**src/rtl/fmac_rr_scheduler.sv**
```systemverilog
// rtl/fmac_rr_scheduler.sv - round-robin scheduler sharing one float MAC among NREQ requesters
// One op in flight: arbitrate, issue to MAC, wait for done or watchdog, respond to owner.
module fmac_rr_scheduler #(
  parameter int NREQ    = 4,
  parameter int TIMEOUT = 64
) (
  input  logic                 clk,
  input  logic                 rst,
  input  logic [NREQ-1:0]      req,
  input  logic [NREQ*32-1:0]   a_in,
  input  logic [NREQ*32-1:0]   b_in,
  input  logic [NREQ*32-1:0]   c_in,
  output logic [NREQ-1:0]      gnt,
  output logic [NREQ-1:0]      rsp_valid,
  output logic [31:0]          rsp_data,
  output logic                 rsp_err,
  output logic                 busy,
  output logic                 mac_start,
  output logic [31:0]          mac_a,
  output logic [31:0]          mac_b,
  output logic [31:0]          mac_c,
  input  logic                 mac_done,
  input  logic [31:0]          mac_result
);

  localparam int IW = (NREQ > 1) ? $clog2(NREQ) : 1;
  localparam int CW = $clog2(TIMEOUT);
  localparam logic [31:0] QNAN = 32'h7FC0_0000;

  typedef enum logic [1:0] {
    S_IDLE  = 2'd0,
    S_ISSUE = 2'd1,
    S_WAIT  = 2'd2,
    S_RESP  = 2'd3
  } state_t;

  state_t          state_q, state_d;
  logic [NREQ-1:0] gnt_q, gnt_d;
  logic [NREQ-1:0] rsp_valid_q, rsp_valid_d;
  logic [31:0]     rsp_data_q, rsp_data_d;
  logic            rsp_err_q, rsp_err_d;
  logic            mac_start_q, mac_start_d;
  logic [31:0]     mac_a_q, mac_a_d;
  logic [31:0]     mac_b_q, mac_b_d;
  logic [31:0]     mac_c_q, mac_c_d;
  logic [IW-1:0]   owner_q, owner_d;
  logic [IW-1:0]   last_q, last_d;
  logic [CW-1:0]   cnt_q, cnt_d;

  logic [31:0]     a_arr [NREQ];
  logic [31:0]     b_arr [NREQ];
  logic [31:0]     c_arr [NREQ];
  logic [IW-1:0]   win_idx;

  for (genvar i = 0; i < NREQ; i++) begin : g_unpack
    assign a_arr[i] = a_in[32*i +: 32];
    assign b_arr[i] = b_in[32*i +: 32];
    assign c_arr[i] = c_in[32*i +: 32];
  end

  // Scan from farthest to nearest so the first set bit after 'last' wins.
  function automatic logic [IW-1:0] rr_pick(input logic [NREQ-1:0] r, input logic [IW-1:0] last);
    logic [IW-1:0] pick;
    logic [IW-1:0] idx_w;
    int            idx;
    pick = last;
    for (int k = NREQ; k >= 1; k--) begin
      idx   = (int'(last) + k) % NREQ;
      idx_w = IW'(idx);
      if (r[idx_w]) pick = idx_w;
    end
    return pick;
  endfunction

  assign win_idx = rr_pick(req, last_q);

  always_comb begin
    state_d     = state_q;
    gnt_d       = '0;
    rsp_valid_d = '0;
    mac_start_d = 1'b0;
    rsp_data_d  = rsp_data_q;
    rsp_err_d   = rsp_err_q;
    mac_a_d     = mac_a_q;
    mac_b_d     = mac_b_q;
    mac_c_d     = mac_c_q;
    owner_d     = owner_q;
    last_d      = last_q;
    cnt_d       = cnt_q;
    case (state_q)
      S_IDLE: begin
        if (|req) begin
          owner_d          = win_idx;
          mac_a_d          = a_arr[win_idx];
          mac_b_d          = b_arr[win_idx];
          mac_c_d          = c_arr[win_idx];
          gnt_d[win_idx]   = 1'b1;
          mac_start_d      = 1'b1;
          state_d          = S_ISSUE;
        end
      end
      S_ISSUE: begin
        cnt_d   = '0;
        state_d = S_WAIT;
      end
      S_WAIT: begin
        // A done arriving on the last watchdog cycle still delivers real data.
        if (mac_done) begin
          rsp_data_d           = mac_result;
          rsp_err_d            = 1'b0;
          rsp_valid_d[owner_q] = 1'b1;
          state_d              = S_RESP;
        end else if (cnt_q == CW'(TIMEOUT - 1)) begin
          rsp_data_d           = QNAN;
          rsp_err_d            = 1'b1;
          rsp_valid_d[owner_q] = 1'b1;
          state_d              = S_RESP;
        end else begin
          cnt_d = cnt_q + CW'(1);
        end
      end
      S_RESP: begin
        last_d  = owner_q;
        state_d = S_IDLE;
      end
      default: state_d = S_IDLE;
    endcase
  end

  always_ff @(posedge clk or posedge rst) begin
    if (rst) begin
      state_q     <= S_IDLE;
      gnt_q       <= '0;
      rsp_valid_q <= '0;
      rsp_data_q  <= '0;
      rsp_err_q   <= 1'b0;
      mac_start_q <= 1'b0;
      mac_a_q     <= '0;
      mac_b_q     <= '0;
      mac_c_q     <= '0;
      owner_q     <= '0;
      last_q      <= IW'(NREQ - 1);
      cnt_q       <= '0;
    end else begin
      state_q     <= state_d;
      gnt_q       <= gnt_d;
      rsp_valid_q <= rsp_valid_d;
      rsp_data_q  <= rsp_data_d;
      rsp_err_q   <= rsp_err_d;
      mac_start_q <= mac_start_d;
      mac_a_q     <= mac_a_d;
      mac_b_q     <= mac_b_d;
      mac_c_q     <= mac_c_d;
      owner_q     <= owner_d;
      last_q      <= last_d;
      cnt_q       <= cnt_d;
    end
  end

  assign gnt       = gnt_q;
  assign rsp_valid = rsp_valid_q;
  assign rsp_data  = rsp_data_q;
  assign rsp_err   = rsp_err_q;
  assign mac_start = mac_start_q;
  assign mac_a     = mac_a_q;
  assign mac_b     = mac_b_q;
  assign mac_c     = mac_c_q;
  assign busy      = (state_q != S_IDLE);

endmodule

```
**config.mk**
```make
export PLATFORM = sky130hd
export DESIGN_NAME = fmac_rr_scheduler
export DESIGN_NICKNAME = d
export VERILOG_FILES = /design/src/rtl/fmac_rr_scheduler.sv
export SDC_FILE = /design/constraint.sdc
export NUM_CORES = 1
export LEC_CHECK = 0
export CAP_MARGIN = 20
export CORE_AREA = 2 2 217 219
export CTS_CLUSTER_SIZE = 16
export DETAILED_ROUTE_END_ITERATION = 10
export DIE_AREA = 0 0 219 221
export GPL_TIMING_DRIVEN = 0
export PLACE_DENSITY_LB_ADDON = 0.25
export SLEW_MARGIN = 15
export SYNTH_ARGS = -nofsm -noshare
export SYNTH_HDL_FRONTEND = slang
export SYNTH_SLANG_ARGS = --single-unit
export TNS_END_PERCENT = 30
```
**constraint.sdc**
```tcl
create_clock -name clk -period 4.8 [get_ports clk]
set_input_delay 0.96 -clock clk [delete_from_list [all_inputs] [get_ports clk]]
set_output_delay 0.96 -clock clk [all_outputs]
set_load 0.05 [all_outputs]
```
Word level (Yosys, flattened, before mapping)
Cells that the tools add are included.

Bits in registers: 150. Bits of input ports: 423.

$add $sub $neg: 5. Magnitude comparators: 9. Eq/ne operators: 8. Mux-type cells: 43. Bitwise gates (word level): 1. Reduce and logical (&&, ||, !) cells: 11.

Operator list (count): $mux W32 (8); $bmux W32 S2 (3); $mux W4 (5); $lt A2 B3 Y1 const B (6); $mux W2 (7); $mux W6 (2); $pmux W6 S2 (1); $mux W1 (10); $bmux W1 S2 (4); $pmux W2 S4 (1); $add A6 B1 Y6 const B (1); $eq A6 B6 Y1 const B (1); $ne A2 B2 Y1 const B (3); $reduce_and A2 Y1 (3); $reduce_bool A2 Y1 (3); $add A2 B1 Y2 const B (2); $add A2 B2 Y2 const B (2); $demux W1 S2 (2); $eq A2 B2 Y1 const B (2); $ge A2 B1 Y1 const B (2); $reduce_or A4 Y1 (1); $ge A3 B3 Y1 const B (1); $ne A3 B3 Y1 const B (1); $not A2 Y3 (1); 4 further kinds (5).

Longest topological paths before layout
Gate-level depths: netlist (run 1).

Depth in word-level cells: 13. Depth in mapped cells: 9. Gate-level depth less buffers: 7.

Least setup slack after synthesis (run 1)
Ideal clock, no wire load.

Path kind: input -> register. Start: input req[2]. End: register mac_b_q[5] (netlist: mac_b[5]). Data arrival time: 2.297 ns. Setup slack: 2.359 ns. Cell stages on the path: 8. Path through: or3b_1 > buf_2 > and3_4 > buf_6 > buf_12 > buf_6 > a211oi_2 > a211oi_2.

Longest elaborated chain between the ends: 10.

RTL lines: from (decl) (RTL line 9) `input logic [NREQ-1:0] req,`; $bmux W1 S2 (RTL line 70) `if (r[idx_w]) pick = idx_w;`; $mux W1 (not written as such) (RTL line 70); $mux W2 (4 in a row) (RTL line 70); $not A2 Y3 (not written as such) (RTL line 95) `mac_b_d = b_arr[win_idx];`; $bmux W32 S2 (RTL line 95); $mux W32 (not written as such) (2 in a row) (RTL line 95); to (signal assigned) (RTL line 152) `mac_b_q <= mac_b_d;`; to (decl) (RTL line 44) `logic [31:0] mac_b_q, mac_b_d;`.

Several ways; a longest one is shown, not always the timed one. The select of a mux whose other input is x is not followed. A chain may end at the register's enable or synchronous reset.

Worst setup path after layout (run 1)
Start: input req[1]. End: register mac_a_q[8] (netlist: mac_a[8]).

Longest elaborated chain between the ends: 10.

RTL lines: $bmux W1 S2 (RTL line 70); $mux W1 (not written as such) (RTL line 70); $mux W2 (4 in a row) (RTL line 70); $not A2 Y3 (not written as such) (RTL line 94) `mac_a_d = a_arr[win_idx];`; $bmux W32 S2 (RTL line 94); $mux W32 (not written as such) (2 in a row) (RTL line 94); to (signal assigned) (RTL line 151) `mac_a_q <= mac_a_d;`; to (decl) (RTL line 43) `logic [31:0] mac_a_q, mac_a_d;`.

Several ways; a longest one is shown, not always the timed one. The select of a mux whose other input is x is not followed.

==> results.txt, run 1 <==
Final Core Density: 35.8%
Setup Fix Bufs, Post-CTS: 0
Share of cells above drive strength 1: 11.8%
Initial Utilization: 20.4%
R2R depth: 8
Fmax: 314 MHz
CTS tree: yes
Hold Path Stages: 2
Skew final: 0.0119 ns
# rows: 79
Sequential share of the synthesized area: 40.0%
Remaining DRCs: 0
# port buffers: 561
GRT Total Usage: 18.4%
Placed Area: 0.0159 mm^2
Clock Path Buffers: 2
Status: finished, final reports clean
Synthesized flop and latch total: 150
Most common cell after layout, fill and taps aside: clkdlybuf4s50_1
Clock sink count: 150
Die ar.: 0.0484 mm^2
Chip height: 221 um
DRT Pass-1 Iters: 8
Hpwl dp: 36100 um
DR WL/cell: 20.8 um
Critical Path RT: 5.17 ns
Min Tclk post-route: 3.19 ns
Num ports: 562
CP Launch Type: input port
RSZ-0062 raised after global routing: false
PwrDens: 651 mW/mm^2
Worst slew pin tran: 0.972 ns
Worst-path clk slew: 0.08 ns
Largest net degree at the start of global routing: 35
Peak supply drop: 0.000333 V
Initial antenna violation count: 0
Cts bufs inserted: 17
Finish-stage setup viols: 0
Die width: 219 um
HP Class: flip-flop to flip-flop
Mapped Area: 0.00940 mm^2
Max cap viols: 0
Net Count, Synth: 1379
Clk_lat worst skew: 0.49 ns
Syn Area/Cell: 9.88 um^2
Setup TNS: 0 ns
DR vias: 9795
Slew HR: 35.2%
Area Growth Syn to Fin: 75.5%
Root Buffer: clkbuf_16
Nets@finish: 1964
CTS Hold Buffers Added: 0
Gp weighted congestion: 0.868
Diode count: 0
Synth Instances: 951
Vias in the first global route: 10300
Worst Setup End Kind: flip-flop
Routed Antenna Nets: 0
P_leak: 6.64 nW
Critical path fanouts, max: 10
Routed WL: 44800 um
Arrival time at the worst endpoint: 3.56 ns
DRT iter0 DRCs: 446
Most frequent cells in the layout: clkdlybuf4s50_1 (561), dfrtp_1 (148), inv_1 (102), nor2_1 (102), a211oi_2 (100)
Final worst path period share: 66.4%
Resized cells post-CTS: 0
Placed cells: 2124
Final hold violations: 0
Final instance area: 0.0165 mm^2
Core area: 0.0461 mm^2
Fin. max-slew vios: 0
First-pass GRT wire length: 65600 um
Post-Layout Cell Count: 2156
Cell variety after synth: 43
Ys Warns: 0
Total global routing overflow: 0
Via density: 4.54
H-tree depth: 4
Critical path class: input port to flip-flop
==> cell type report <==
type | instances | area [um^2]
well taps | 607 | 759
clock buffers | 18 | 439
flip-flops and latches | 150 | 3760
inverters | 104 | 394
repair buffers | 566 | 5720
fillers | 4767 | 29600
plain buffers | 95 | 587
clock inverters | 14 | 176
multi-input cells | 602 | 4660
==> routing by layer <==
metal	vias to the layer above	global-route usage, %	wire length (um)
met5	-	0	0
met4	0	6.91	1120
met3	45	4.81	3190
met2	396	32.4	22600
met1	4701	21.2	18000
li1	4653	-	-
==> cells in the mapped netlist <==
cell type / number / area (um^2)
dfrtp_1: 148 / 3700
a211oi_1: 92 / 691
nor2_2: 1 / 6.26
nor3b_1: 2 / 15.0
nand3_1: 1 / 5.00
o21ai_1: 5 / 25.0
o21ai_0: 12 / 60.1
a21oi_1: 5 / 25.0
o21a_1: 2 / 15.0
and2_1: 2 / 12.5
mux2_1: 1 / 11.3
mux2_2: 1 / 11.3
ha_1: 5 / 62.6
nand3b_1: 1 / 7.51
mux2i_1: 96 / 961
nand3_2: 1 / 10.0
dfstp_2: 2 / 52.6
buf_6: 14 / 158
o22a_1: 1 / 8.76
or3b_1: 1 / 8.76
a31oi_1: 98 / 613
and3_1: 3 / 18.8
nand2b_1: 5 / 31.3
clkbuf_1: 56 / 210
inv_2: 1 / 3.75
nor3_1: 4 / 20.0
nor2b_1: 12 / 75.1
and3_4: 1 / 11.3
a211oi_2: 100 / 1250
nand2_1: 18 / 67.6
and2b_1: 1 / 7.51
buf_12: 5 / 100
buf_2: 11 / 55.1
buf_1: 1 / 3.75
o2111a_1: 1 / 11.3
nor2_1: 102 / 383
inv_1: 103 / 387
buf_4: 8 / 60.1
nor4_1: 1 / 6.26
a22o_1: 23 / 201
a21o_1: 2 / 15.0
a311oi_1: 1 / 8.76
or3_1: 1 / 6.26
==> critical path, cell delays in order <==
cell	delay (ns)
clkdlybuf4s50_1	0.55
nor4_1	0.10
nand2b_1	0.26
inv_2	0.11
clkbuf_1	0.73
clkbuf_1	0.53
nor2_1	0.10
a211oi_1	0.22
==> state kept, by name, indices dropped and copies added, names as in the netlist <==
| signal | count |
|---|---|
| mac_b | 32 |
| last_q | 2 |
| rsp_err | 1 |
| state_q | 2 |
| gnt | 4 |
| mac_c | 32 |
| rsp_valid | 4 |
| mac_start | 1 |
| mac_a | 32 |
| rsp_data | 32 |
| cnt_q | 6 |
| owner_q | 2 |
==> power by group <==
part           internal, mW  switching, mW  leakage [nW]  total (mW)
Clock                 0.762          0.682         0.302        1.44
Combinational          2.54           4.52          4.60        7.06
Sequential             1.88          0.346          1.74        2.22
Total                  5.18           5.55          6.64        10.7
==> final timing paths <==
path | to | startpoint | slack [ns]
setup / recovery | mac_a[8] | req[1] | 1.61
hold / removal | rsp_data[24] | rsp_data[24] | 0.48
setup reg to reg | mac_a[8] | state_q[1] | 2.08
hold reg to reg | rsp_data[24] | rsp_data[24] | 0.48
max in group asynchronous | mac_b[3] | rst | 3.07
min in group asynchronous | rsp_data[30] | rst | 0.81
==> logic make-up (layout without fill, tap and decap cells) <==
family / count (synthesis) / after routing / synth area share [%]
buf+inv: 199 / 797 / 10.4
mux: 98 / 98 / 10.5
fa+ha+maj: 5 / 5 / 0.666
flops: 150 / 150 / 40.0
simple gates: 157 / 157 / 7.36
compound gates: 342 / 342 / 31.1
==> stage by stage <==
stage / total power [mW] / hold slack (ns) / worst slack, ns
finish: 10.7 / 0.482 / 1.61
global route: 11.3 / 0.508 / 1.33
CTS: 10.9 / 0.492 / 1.48
detailed placement: 9.38 / 0.474 / 0.934
global placement: 9.32 / 0.467 / 0.190
floorplan: 6.79 / 0.452 / 1.95
Note: power is estimated with default switching activity, not from simulation.
==> inputs of run 2 (changes only) <==
==> constraint.sdc (replaced) <==
create_clock -name clk -period 2.6 [get_ports clk]
set_input_delay 0.52 -clock clk [delete_from_list [all_inputs] [get_ports clk]]
set_output_delay 0.52 -clock clk [all_outputs]
set_load 0.05 [all_outputs]
==> run 2 against run 1 <==
  * Count of clock-buffer cells in the layout did not move
  * First-iteration DRC count up 4.9%
  * Via count grew 0.21%
  * Power up 85%
  * Non-clock buffer count did not move
  * Core utilization is essentially flat
  * Register-to-register slack got worse by 1.9 ns
  * Final area about the same
  * Hold slack worse by 0.11 ns
  * Final cell count stayed put
  * Critical path type unchanged
  * Highest routed layer unchanged
==> results.txt, run 2 (synthesis gave the netlist of run 1 again) <==
Status: finished, final reports clean
Peak supply drop: 0.000614 V
Largest net degree at the start of global routing: 35
Diode count: 0
Cts bufs inserted: 17
Destination of the critical timing path: mac_a[20]
DRT iter0 DRCs: 468
H-tree depth: 4
Share of cells above drive strength 1: 12.3%
DRT Pass-1 Iters: 7
# port buffers: 561
Final worst path period share: 97.7%
Area Growth Syn to Fin: 75.6%
Placed Area: 0.0159 mm^2
Critical Path RT: 2.92 ns
Worst-path clk slew: 0.07 ns
Most common cell after layout, fill and taps aside: clkdlybuf4s50_1
Gp weighted congestion: 0.868
Total power: 19.8 mW
Critical path class: input port to flip-flop
Nets@finish: 1964
Clk_lat worst skew: 0.48 ns
Most frequent cells in the layout: clkdlybuf4s50_1 (560), dfrtp_1 (148), inv_1 (102), nor2_1 (102), a211oi_2 (100)
Final hold violations: 0
DR vias: 9816
# rows: 79
CTS Hold Buffers Added: 0
Remaining DRCs: 0
CP Launch Type: input port
Fillers: 4767
Skew final: 0.0115 ns
DR WL/cell: 20.8 um
Routed WL: 44800 um
Worst Setup SP: req[3]
Clock Path Buffers: 2
PwrDens: 1200 mW/mm^2
Core area: 0.0461 mm^2
Final instance area: 0.0165 mm^2
P_leak: 6.66 nW
Reg2reg start: last_q[0]
First-pass GRT wire length: 65600 um
Vias in the first global route: 10300
Die width: 219 um
Post-route setup slack: 0.0600 ns
HP Class: input port to async pin
Via density: 4.55
Critical path fanouts, max: 10
Initial antenna violation count: 0
Num ports: 562
Chip height: 221 um
Critical R2R Capture: mac_c[26]
Initial Utilization: 20.4%
Arrival time at the worst endpoint: 2.86 ns
Routed Antenna Nets: 0
Hold WS: 0.369 ns
Setup Fix Bufs, Post-CTS: 0
Clock sink count: 150
Root Buffer: clkbuf_16
Final Core Density: 35.8%
RSZ-0062 raised after global routing: true
CTS tree: yes
Place WS: -0.826 ns
Worst R2R Setup Slack: 0.16 ns
Finish-stage setup viols: 0
Worst slew pin tran: 0.734 ns
Die ar.: 0.0484 mm^2
Max cap viols: 0
Resized cells post-CTS: 4
Fmax: 394 MHz
R2R depth: 7
GRT Total Usage: 18.4%
Slew HR: 50.9%
Worst Setup End Kind: flip-flop
Min Tclk post-route: 2.54 ns
Hpwl dp: 36100 um
Total global routing overflow: 0
Fin. max-slew vios: 0
-- run 2: worst min-delay path by stage --
stage / slack (ns) / startpoint / to
4_1_cts: 0.30 / rst / rsp_data[30]
3_3_place_gp: 0.47 / rsp_data[25] / rsp_data[25]
5_1_grt: 0.35 / rst / rsp_data[30]
3_5_place_dp: 0.47 / rsp_data[24] / rsp_data[24]
2_1_floorplan: 0.45 / cnt_q[2] / cnt_q[2]
6_report: 0.37 / rst / rsp_data[30]
-- run 2: critical path, stage by stage --
cell and delay (ns):
clkdlybuf4s50_1 0.55, or3b_1 0.36, buf_2 0.23, and3_4 0.21
buf_6 0.14, buf_12 0.16, buf_6 0.17, a211oi_2 0.42
a211oi_1 0.09
-- run 2: stage by stage --
step | std cells | TNS (ns)
6_report | 2156 | 0
5_1_grt | 2156 | -0.0134
4_1_cts | 2156 | 0
3_5_place_dp | 2124 | -67.39
3_3_place_gp | 2119 | -294.50
2_1_floorplan | 951 | 0
-- run 2: cell type report --
type | instances | area [um^2] | area share (%)
Multi-Input combinational cell | 602 | 4670 | 28.3
Buffer | 95 | 594 | 3.60
Timing Repair Buffer | 566 | 5710 | 34.6
Clock buffer | 18 | 439 | 2.66
Inverter | 104 | 394 | 2.39
Sequential cell | 150 | 3760 | 22.8
Clock inverter | 14 | 176 | 1.07
Tap cell | 607 | 759 | 4.60
-- run 2: power by group --
| group | internal, mW | leakage (nW) | switching (mW) |
|---|---|---|---|
| Sequential | 3.47 | 1.74 | 0.641 |
| Combinational | 4.70 | 4.62 | 8.35 |
| Clock | 1.41 | 0.302 | 1.26 |
-- run 2: per-layer routing --
layer | vias up | track usage (%) | part of all wire (%) | wire, um
met2 | 400 | 32.4 | 50 | 22500
met3 | 47 | 4.81 | 7.3 | 3270
met1 | 4711 | 21.2 | 40 | 17900
met4 | 0 | 6.91 | 2.5 | 1140
met5 | - | 0 | 0 | 0
li1 | 4658 | - | - | -
